File: src/rtl/cfg_sched_if.sv
// Step/configuration bundle between the layer config FIFO, cfg_sched and the compute array.
// master: the scheduler (consumes cfg fields, drives steps); slave: FIFO + compute array side.
interface cfg_sched_if #(
  parameter int unsigned LenRowW = 4,
  parameter int unsigned BlkW    = 6,
  parameter int unsigned FrameW  = 5,
  parameter int unsigned PatchW  = 6,
  parameter int unsigned FtrGrpW = 4,
  parameter int unsigned LayerW  = 5,
  parameter int unsigned PoolW   = 4
);
  // Configuration FIFO output
  logic               cfg_val;
  logic [5:0]         cfg_loop_pty;
  logic [LenRowW-1:0] cfg_len_row;
  logic [BlkW-1:0]    cfg_dep_blk;
  logic [BlkW-1:0]    cfg_num_blk;
  logic [FrameW-1:0]  cfg_num_frm;
  logic [PatchW-1:0]  cfg_num_pat;
  logic [FtrGrpW-1:0] cfg_num_ftr_grp;
  logic [LayerW-1:0]  cfg_num_lay;
  logic [PoolW-1:0]   cfg_pool;

  // Step stream to the compute array
  logic               sched_rdy;
  logic               sched_val;
  logic [FrameW-1:0]  sched_frm;
  logic [PatchW-1:0]  sched_pat;
  logic [FtrGrpW-1:0] sched_ftr_grp;
  logic [BlkW-1:0]    sched_blk;
  logic               sched_last;
  logic [LenRowW-1:0] sched_len_row;
  logic [BlkW-1:0]    sched_dep_blk;
  logic [PoolW-1:0]   sched_pool;

  modport master (
    input  cfg_val, cfg_loop_pty, cfg_len_row, cfg_dep_blk, cfg_num_blk, cfg_num_frm,
           cfg_num_pat, cfg_num_ftr_grp, cfg_num_lay, cfg_pool, sched_rdy,
    output sched_val, sched_frm, sched_pat, sched_ftr_grp, sched_blk, sched_last,
           sched_len_row, sched_dep_blk, sched_pool
  );

  modport slave (
    output cfg_val, cfg_loop_pty, cfg_len_row, cfg_dep_blk, cfg_num_blk, cfg_num_frm,
           cfg_num_pat, cfg_num_ftr_grp, cfg_num_lay, cfg_pool, sched_rdy,
    input  sched_val, sched_frm, sched_pat, sched_ftr_grp, sched_blk, sched_last,
           sched_len_row, sched_dep_blk, sched_pool
  );
endinterface

File: src/rtl/cfg_sched.sv
// Layer loop scheduler: walks frame/patch/ftrgrp/blk per layer in the configured loop order,
// emits one step per accepted handshake, pops the config FIFO after each layer.
module cfg_sched #(
  parameter int unsigned LenRowW = 4,
  parameter int unsigned BlkW    = 6,
  parameter int unsigned FrameW  = 5,
  parameter int unsigned PatchW  = 6,
  parameter int unsigned FtrGrpW = 4,
  parameter int unsigned LayerW  = 5,
  parameter int unsigned PoolW   = 4
) (
  input  logic              clk,
  input  logic              rst,
  input  logic              net_start_i,
  cfg_sched_if.master       sched_if,
  output logic [LayerW-1:0] layer_idx_o,
  output logic              rst_layer_o,
  output logic              net_done_o,
  output logic              busy_o
);

  typedef enum logic [2:0] {StIdle, StWait, StLoad, StRun, StDone, StSettle} state_e;

  // Loop ids as carried in the loop-priority field
  localparam logic [1:0] IdPat = 2'd0;
  localparam logic [1:0] IdFtr = 2'd1;
  localparam logic [1:0] IdBlk = 2'd2;

  state_e             state_q, state_d;
  logic [LayerW-1:0]  layer_idx_q, layer_idx_d;
  logic [LayerW-1:0]  num_lay_q, num_lay_d;
  logic [FrameW-1:0]  num_frm_q, num_frm_d, frm_q, frm_d;
  logic [PatchW-1:0]  num_pat_q, num_pat_d, pat_q, pat_d;
  logic [FtrGrpW-1:0] num_ftr_q, num_ftr_d, ftr_q, ftr_d;
  logic [BlkW-1:0]    num_blk_q, num_blk_d, blk_q, blk_d;
  logic [LenRowW-1:0] len_row_q, len_row_d;
  logic [BlkW-1:0]    dep_blk_q, dep_blk_d;
  logic [PoolW-1:0]   pool_q, pool_d;
  logic [1:0]         outer_q, outer_d, mid_q, mid_d, inner_q, inner_d;

  logic [1:0] pty_outer, pty_mid, pty_inner;
  logic       pty_ok;
  logic [3:0] wrap, inc;
  logic       frm_inc, all_wrap, run, accept;

  // Loop-order decode with fallback to patch/ftrgrp/blk for non-permutations
  always_comb begin
    pty_outer = sched_if.cfg_loop_pty[5:4];
    pty_mid   = sched_if.cfg_loop_pty[3:2];
    pty_inner = sched_if.cfg_loop_pty[1:0];
    pty_ok    = (pty_outer != 2'd3) && (pty_mid != 2'd3) && (pty_inner != 2'd3) &&
                (pty_outer != pty_mid) && (pty_outer != pty_inner) && (pty_mid != pty_inner);
    if (!pty_ok) begin
      pty_outer = IdPat;
      pty_mid   = IdFtr;
      pty_inner = IdBlk;
    end
  end

  // Per-loop wrap flags and carry chain routed through the latched loop order
  always_comb begin
    wrap           = 4'b0000;
    wrap[IdPat]    = (pat_q == num_pat_q);
    wrap[IdFtr]    = (ftr_q == num_ftr_q);
    wrap[IdBlk]    = (blk_q == num_blk_q);
    all_wrap       = wrap[IdPat] & wrap[IdFtr] & wrap[IdBlk];
    inc            = 4'b0000;
    inc[inner_q]   = 1'b1;
    inc[mid_q]     = wrap[inner_q];
    inc[outer_q]   = wrap[inner_q] & wrap[mid_q];
    frm_inc        = all_wrap;
  end

  assign run    = (state_q == StRun);
  assign accept = run && sched_if.sched_rdy;

  // Next-state, index advance and parameter latching
  always_comb begin
    state_d     = state_q;
    layer_idx_d = layer_idx_q;
    num_lay_d   = num_lay_q;
    num_frm_d   = num_frm_q;
    num_pat_d   = num_pat_q;
    num_ftr_d   = num_ftr_q;
    num_blk_d   = num_blk_q;
    frm_d       = frm_q;
    pat_d       = pat_q;
    ftr_d       = ftr_q;
    blk_d       = blk_q;
    len_row_d   = len_row_q;
    dep_blk_d   = dep_blk_q;
    pool_d      = pool_q;
    outer_d     = outer_q;
    mid_d       = mid_q;
    inner_d     = inner_q;

    unique case (state_q)
      StIdle: begin
        if (net_start_i) begin
          state_d     = StWait;
          layer_idx_d = '0;
        end
      end
      StWait: begin
        if (sched_if.cfg_val) state_d = StLoad;
      end
      StLoad: begin
        num_frm_d = sched_if.cfg_num_frm;
        num_pat_d = sched_if.cfg_num_pat;
        num_ftr_d = sched_if.cfg_num_ftr_grp;
        num_blk_d = sched_if.cfg_num_blk;
        len_row_d = sched_if.cfg_len_row;
        dep_blk_d = sched_if.cfg_dep_blk;
        pool_d    = sched_if.cfg_pool;
        // Network length comes from the first layer's word only
        if (layer_idx_q == '0) num_lay_d = sched_if.cfg_num_lay;
        frm_d     = '0;
        pat_d     = '0;
        ftr_d     = '0;
        blk_d     = '0;
        outer_d   = pty_outer;
        mid_d     = pty_mid;
        inner_d   = pty_inner;
        state_d   = StRun;
      end
      StRun: begin
        if (accept) begin
          if (inc[IdPat]) pat_d = wrap[IdPat] ? '0 : pat_q + 1'b1;
          if (inc[IdFtr]) ftr_d = wrap[IdFtr] ? '0 : ftr_q + 1'b1;
          if (inc[IdBlk]) blk_d = wrap[IdBlk] ? '0 : blk_q + 1'b1;
          if (frm_inc)    frm_d = (frm_q == num_frm_q) ? '0 : frm_q + 1'b1;
          if (all_wrap && (frm_q == num_frm_q)) state_d = StDone;
        end
      end
      StDone: begin
        if (layer_idx_q == num_lay_q) begin
          state_d = StIdle;
        end else begin
          layer_idx_d = layer_idx_q + 1'b1;
          state_d     = StSettle;
        end
      end
      StSettle: begin
        // FIFO output is still updating after the pop; cfg_val not trusted yet
        state_d = StWait;
      end
      default: state_d = StIdle;
    endcase
  end

  // State and datapath registers
  always_ff @(posedge clk or posedge rst) begin
    if (rst) begin
      state_q     <= StIdle;
      layer_idx_q <= '0;
      num_lay_q   <= '0;
      num_frm_q   <= '0;
      num_pat_q   <= '0;
      num_ftr_q   <= '0;
      num_blk_q   <= '0;
      frm_q       <= '0;
      pat_q       <= '0;
      ftr_q       <= '0;
      blk_q       <= '0;
      len_row_q   <= '0;
      dep_blk_q   <= '0;
      pool_q      <= '0;
      outer_q     <= IdPat;
      mid_q       <= IdFtr;
      inner_q     <= IdBlk;
    end else begin
      state_q     <= state_d;
      layer_idx_q <= layer_idx_d;
      num_lay_q   <= num_lay_d;
      num_frm_q   <= num_frm_d;
      num_pat_q   <= num_pat_d;
      num_ftr_q   <= num_ftr_d;
      num_blk_q   <= num_blk_d;
      frm_q       <= frm_d;
      pat_q       <= pat_d;
      ftr_q       <= ftr_d;
      blk_q       <= blk_d;
      len_row_q   <= len_row_d;
      dep_blk_q   <= dep_blk_d;
      pool_q      <= pool_d;
      outer_q     <= outer_d;
      mid_q       <= mid_d;
      inner_q     <= inner_d;
    end
  end

  // Outputs decoded from registered state only
  always_comb begin
    sched_if.sched_val     = run;
    sched_if.sched_frm     = frm_q;
    sched_if.sched_pat     = pat_q;
    sched_if.sched_ftr_grp = ftr_q;
    sched_if.sched_blk     = blk_q;
    sched_if.sched_last    = run && all_wrap && (frm_q == num_frm_q);
    sched_if.sched_len_row = len_row_q;
    sched_if.sched_dep_blk = dep_blk_q;
    sched_if.sched_pool    = pool_q;
    layer_idx_o            = layer_idx_q;
    rst_layer_o            = (state_q == StDone);
    net_done_o             = (state_q == StDone) && (layer_idx_q == num_lay_q);
    busy_o                 = (state_q != StIdle);
  end

endmodule

File: src/flat_wrapper.sv
// flat-port wrapper written by rule: the top's interface ports become plain ports
module cfg_sched_flat 
#(
  parameter int unsigned LenRowW = 4,
  parameter int unsigned BlkW    = 6,
  parameter int unsigned FrameW  = 5,
  parameter int unsigned PatchW  = 6,
  parameter int unsigned FtrGrpW = 4,
  parameter int unsigned LayerW  = 5,
  parameter int unsigned PoolW   = 4
)
  (clk, rst, net_start_i, layer_idx_o, rst_layer_o, net_done_o, busy_o, sched_if_cfg_val, sched_if_cfg_loop_pty, sched_if_cfg_len_row, sched_if_cfg_dep_blk, sched_if_cfg_num_blk, sched_if_cfg_num_frm, sched_if_cfg_num_pat, sched_if_cfg_num_ftr_grp, sched_if_cfg_num_lay, sched_if_cfg_pool, sched_if_sched_rdy, sched_if_sched_val, sched_if_sched_frm, sched_if_sched_pat, sched_if_sched_ftr_grp, sched_if_sched_blk, sched_if_sched_last, sched_if_sched_len_row, sched_if_sched_dep_blk, sched_if_sched_pool);
  cfg_sched_if #(.LenRowW(LenRowW), .BlkW(BlkW), .FrameW(FrameW), .PatchW(PatchW), .FtrGrpW(FtrGrpW), .LayerW(LayerW), .PoolW(PoolW)) sched_if_i ();
  input  logic clk;
  input  logic rst;
  input  logic net_start_i;
  output logic [LayerW-1:0] layer_idx_o;
  output logic rst_layer_o;
  output logic net_done_o;
  output logic busy_o;
  input wire logic [$bits(sched_if_i.cfg_val)-1:0] sched_if_cfg_val;
  input wire logic [$bits(sched_if_i.cfg_loop_pty)-1:0] sched_if_cfg_loop_pty;
  input wire logic [$bits(sched_if_i.cfg_len_row)-1:0] sched_if_cfg_len_row;
  input wire logic [$bits(sched_if_i.cfg_dep_blk)-1:0] sched_if_cfg_dep_blk;
  input wire logic [$bits(sched_if_i.cfg_num_blk)-1:0] sched_if_cfg_num_blk;
  input wire logic [$bits(sched_if_i.cfg_num_frm)-1:0] sched_if_cfg_num_frm;
  input wire logic [$bits(sched_if_i.cfg_num_pat)-1:0] sched_if_cfg_num_pat;
  input wire logic [$bits(sched_if_i.cfg_num_ftr_grp)-1:0] sched_if_cfg_num_ftr_grp;
  input wire logic [$bits(sched_if_i.cfg_num_lay)-1:0] sched_if_cfg_num_lay;
  input wire logic [$bits(sched_if_i.cfg_pool)-1:0] sched_if_cfg_pool;
  input wire logic [$bits(sched_if_i.sched_rdy)-1:0] sched_if_sched_rdy;
  output wire logic [$bits(sched_if_i.sched_val)-1:0] sched_if_sched_val;
  output wire logic [$bits(sched_if_i.sched_frm)-1:0] sched_if_sched_frm;
  output wire logic [$bits(sched_if_i.sched_pat)-1:0] sched_if_sched_pat;
  output wire logic [$bits(sched_if_i.sched_ftr_grp)-1:0] sched_if_sched_ftr_grp;
  output wire logic [$bits(sched_if_i.sched_blk)-1:0] sched_if_sched_blk;
  output wire logic [$bits(sched_if_i.sched_last)-1:0] sched_if_sched_last;
  output wire logic [$bits(sched_if_i.sched_len_row)-1:0] sched_if_sched_len_row;
  output wire logic [$bits(sched_if_i.sched_dep_blk)-1:0] sched_if_sched_dep_blk;
  output wire logic [$bits(sched_if_i.sched_pool)-1:0] sched_if_sched_pool;
  assign sched_if_i.cfg_val = sched_if_cfg_val;
  assign sched_if_i.cfg_loop_pty = sched_if_cfg_loop_pty;
  assign sched_if_i.cfg_len_row = sched_if_cfg_len_row;
  assign sched_if_i.cfg_dep_blk = sched_if_cfg_dep_blk;
  assign sched_if_i.cfg_num_blk = sched_if_cfg_num_blk;
  assign sched_if_i.cfg_num_frm = sched_if_cfg_num_frm;
  assign sched_if_i.cfg_num_pat = sched_if_cfg_num_pat;
  assign sched_if_i.cfg_num_ftr_grp = sched_if_cfg_num_ftr_grp;
  assign sched_if_i.cfg_num_lay = sched_if_cfg_num_lay;
  assign sched_if_i.cfg_pool = sched_if_cfg_pool;
  assign sched_if_i.sched_rdy = sched_if_sched_rdy;
  assign sched_if_sched_val = sched_if_i.sched_val;
  assign sched_if_sched_frm = sched_if_i.sched_frm;
  assign sched_if_sched_pat = sched_if_i.sched_pat;
  assign sched_if_sched_ftr_grp = sched_if_i.sched_ftr_grp;
  assign sched_if_sched_blk = sched_if_i.sched_blk;
  assign sched_if_sched_last = sched_if_i.sched_last;
  assign sched_if_sched_len_row = sched_if_i.sched_len_row;
  assign sched_if_sched_dep_blk = sched_if_i.sched_dep_blk;
  assign sched_if_sched_pool = sched_if_i.sched_pool;
  cfg_sched #(.LenRowW(LenRowW), .BlkW(BlkW), .FrameW(FrameW), .PatchW(PatchW), .FtrGrpW(FtrGrpW), .LayerW(LayerW), .PoolW(PoolW)) u_core (.clk(clk), .rst(rst), .net_start_i(net_start_i), .sched_if(sched_if_i), .layer_idx_o(layer_idx_o), .rst_layer_o(rst_layer_o), .net_done_o(net_done_o), .busy_o(busy_o));
endmodule
File: config.mk
export PLATFORM = sky130hd
export DESIGN_NAME = cfg_sched_flat
export DESIGN_NICKNAME = d
export VERILOG_FILES = /design/src/rtl/cfg_sched_if.sv /design/src/rtl/cfg_sched.sv /design/src/flat_wrapper.sv
export SDC_FILE = /design/constraint.sdc
export NUM_CORES = 1
export LEC_CHECK = 0
export CORE_MARGIN = 3
export CORE_UTILIZATION = 40
export CTS_CLUSTER_SIZE = 8
export DETAILED_ROUTE_END_ITERATION = 8
export PLACE_DENSITY = 0.67
export SKIP_CTS_REPAIR_TIMING = 1
export SYNTH_ARGS = -nofsm -noshare
export SYNTH_HDL_FRONTEND = slang
export SYNTH_SLANG_ARGS = --single-unit
File: constraint.sdc
create_clock -name clk -period 5.85 [get_ports clk]
set_input_delay 1.17 -clock clk [delete_from_list [all_inputs] [get_ports clk]]
set_output_delay 1.17 -clock clk [all_outputs]
set_load 0.01 [all_outputs]
==> flow_metrics.tcl <==
set metrics [dict create \
    crit_buf_inv 1 \
    gp_congestion 0.905 \
    fin_skew_ns 0.00905 \
    cp-end-kind "output port" \
    cp_slowest_cell "clkdlybuf4s50_1" \
    grt_max_degree 44 \
    tightest_slew_ns 0.864 \
    gr-total-overflow 0 \
    criticalPathCategory "flip-flop to output port" \
    async_flop_share 1.00 \
    wl_per_cell_um 14.5 \
    syn_area_um2 3920 \
    critPathArrivalTime_ns 2.75 \
    ys_types 47 \
    yosysTopAreaCell "dfrtp_1" \
    clk_pin_slew_ns 0.07 \
    min_period_ns 3.92 \
    total_power_mw 2.35 \
    hold_violations 0 \
    antenna_found_initial 0 \
    clock-sinks 75 \
    critPathMaxStageDelay_ns 0.58 \
    holdCritPathClass "flip-flop to flip-flop" \
    cp.required_ns 4.68 \
    cellPowerDensity_nw_per_um2 449 \
    status "finished clean" \
    start_kind "flip-flop" \
    cts_htree_levels 3 \
    cts_root_buf "clkbuf_8" \
    dieArea_um2 11000 \
    crit_chain "xor2_1 -> nor4_2 -> and2_1 -> nand3_1 -> nor3_1 -> clkdlybuf4s50_1" \
    tns_ns 0 \
    ant_nets 0 \
    die_h_um 105 \
    first_pass_iters 5 \
    drcViolationCount 0 \
    wl_met1_um 4400 \
    setup_violations 0 \
    grt.total_usage 0.185 \
    synth-edff-count 0 \
    cts_tree "done" \
    final_common_cell "nand2_1" \
    hpwl_um 7160 \
    fin_nets 602 \
    grt_pass1_vias 3461 \
    start_util 0.419 \
    first_iter_violations 160 \
    synth_top_area_frac 0.466 \
    critical_path.max_fanout 7 \
    maxCapViolCount 0 \
    layout_common_cells "nand2_1 (140), clkdlybuf4s50_1 (95), dfrtp_1 (73)" \
    syn-num-nets 505 \
    netlist_top_cells_area "dfrtp_1 (47%), nand2_1 (13%), xor2_1 (5.6%)" \
    core_area_um2 9370 \
    ys.flop_type "dfrtp_1" \
    leakagePower_nw 2.32 \
    drive_above_1_share 0.0619 \
    yosys_warnings 0 \
    io_pins 96 \
    ir_drop_uv 224 \
    yosysSeqAreaShare 0.479 \
    syn_to_final_growth_pct 33.6 \
    yosys_register_bits 75 \
    rsz0062_at_grt "no" \
    wirelength_um 9850 \
    cts_buffers 9 \
    fmax_ghz 0.255 \
    num_vias 3497 \
    vias_per_cell 5.16 \
    multi_input_area_um2 1950 \
    cts_buffer_depth 2 \
    cp_top_family "simple AND/OR/NAND/NOR gates" \
    antennaDiodeCount 0 \
    grt_pass1_wl_um 16600 \
    regArea_um2 1880 \
    highest_layer "met4" \
    clk_latency_ns 0.35 \
    met3_length_um 652 \
    port_buffers 95 \
    avgSynthCellArea_um2 8.76 \
    die_width_um 105 \
    wl_met2_um 4610 \
    fin_crit_sh 0.670 \
    postLayoutCoreUtil 0.559 \
    slew_violations 0 \
    max_slew_margin 0.424 \
    n_fill_cell 886 \
    synthCells 448 \
    num_rows 35 \
]
==> cell usage after synthesis, types with 2 or more instances <==
library cell / instances
nand3b_1: 2
xor2_1: 25
and2_1: 5
dfstp_2: 2
o211ai_1: 5
inv_1: 13
nor3_1: 8
a31oi_1: 4
nand4b_1: 2
a32oi_1: 2
o21ai_1: 2
o22ai_1: 4
xnor2_1: 6
mux2_2: 7
nand2_1: 140
o21a_1: 2
nand3_1: 21
nand2b_1: 9
nor2_1: 24
a21oi_1: 6
ha_1: 6
dfrtp_1: 73
or3_1: 4
and3_1: 6
nor2b_1: 5
nor4_4: 2
o31ai_1: 7
clkbuf_1: 11
o21ai_0: 26
a41oi_1: 2
==> final cells by class <==
class                      count  area share
clock inverter                 5      0.0196
sequential                    75       0.359
multi-input combinational    348       0.372
tap                          129      0.0308
timing repair buffer          97       0.184
inverter                      14      0.0100
clock buffer                  10      0.0243
==> metrics by stage <==
stage	instances	setup WS (ns)	hold slack [ns]	instance area, µm²
after floorplan	448	2.77	0.450	3920
after global placement	663	2.38	0.456	5010
after detailed placement	663	2.35	0.463	5010
after CTS	678	1.97	0.480	5240
after global routing	678	1.76	0.500	5240
final	678	1.93	0.474	5240
==> cell families (layout without fill, tap and decap cells) <==
kind of cell	Yosys count	in the layout	share of synthesized area
compound gates	69	69	0.115
xor+xnor	31	31	0.0692
fa+ha+maj	6	6	0.0191
buf+inv	25	126	0.0239
flops	75	75	0.479
mux	7	7	0.0201
simple gates	235	235	0.274
==> per-layer routing <==
| layer | vias up | global-route usage |
|---|---|---|
| met4 | 0 | 0.0675 |
| li1 | 1711 | - |
| met1 | 1674 | 0.236 |
| met5 | - | 0 |
| met2 | 98 | 0.300 |
| met3 | 14 | 0.0525 |
==> worst min-delay path, delay by kind of cell, from the launching register on <==
kind	cells	cell delay, ns
AND/OR/NAND/NOR	2	0.09
flip-flops	1	0.39
==> state kept, by name, summed over array words and instances (netlist names) <==
signal	flops
u_core.sched_if.sched_frm	5
u_core.num_blk_q	6
u_core.inner_q	2
u_core.num_pat_q	6
u_core.sched_if.sched_dep_blk	6
u_core.layer_idx_o	5
u_core.num_ftr_q	4
u_core.sched_if.sched_pat	6
u_core.sched_if.sched_pool	4
u_core.mid_q	2
u_core.state_q	3
u_core.num_lay_q	5
u_core.num_frm_q	5
u_core.outer_q	2
u_core.sched_if.sched_len_row	4
u_core.sched_if.sched_blk	6
u_core.sched_if.sched_ftr_grp	4
==> worst paths after layout <==
kind / start / end / slack, ns / cells past startpoint
max: u_core.sched_if.sched_blk[0] / sched_if_sched_last / 1.93 / 6
min: u_core.mid_q[0] / u_core.mid_q[0] / 0.47 / 2
max reg2reg: u_core.sched_if.sched_ftr_grp[2] / u_core.sched_if.sched_ftr_grp[1] / 3.13 / 7
min reg2reg: u_core.mid_q[0] / u_core.mid_q[0] / 0.47 / 2
max in group asynchronous: rst / u_core.sched_if.sched_pat[3] / 3.59 / 3
min in group asynchronous: rst / u_core.num_lay_q[3] / 1.24 / 2
==> power by group <==
part | switching (mW) | total [mW] | leakage [nW] | internal [mW]
Clock | 0.192 | 0.473 | 0.112 | 0.281
Sequential | 0.204 | 0.937 | 0.909 | 0.733
Combinational | 0.472 | 0.943 | 1.30 | 0.470
Power figures use the tool's default switching activity.
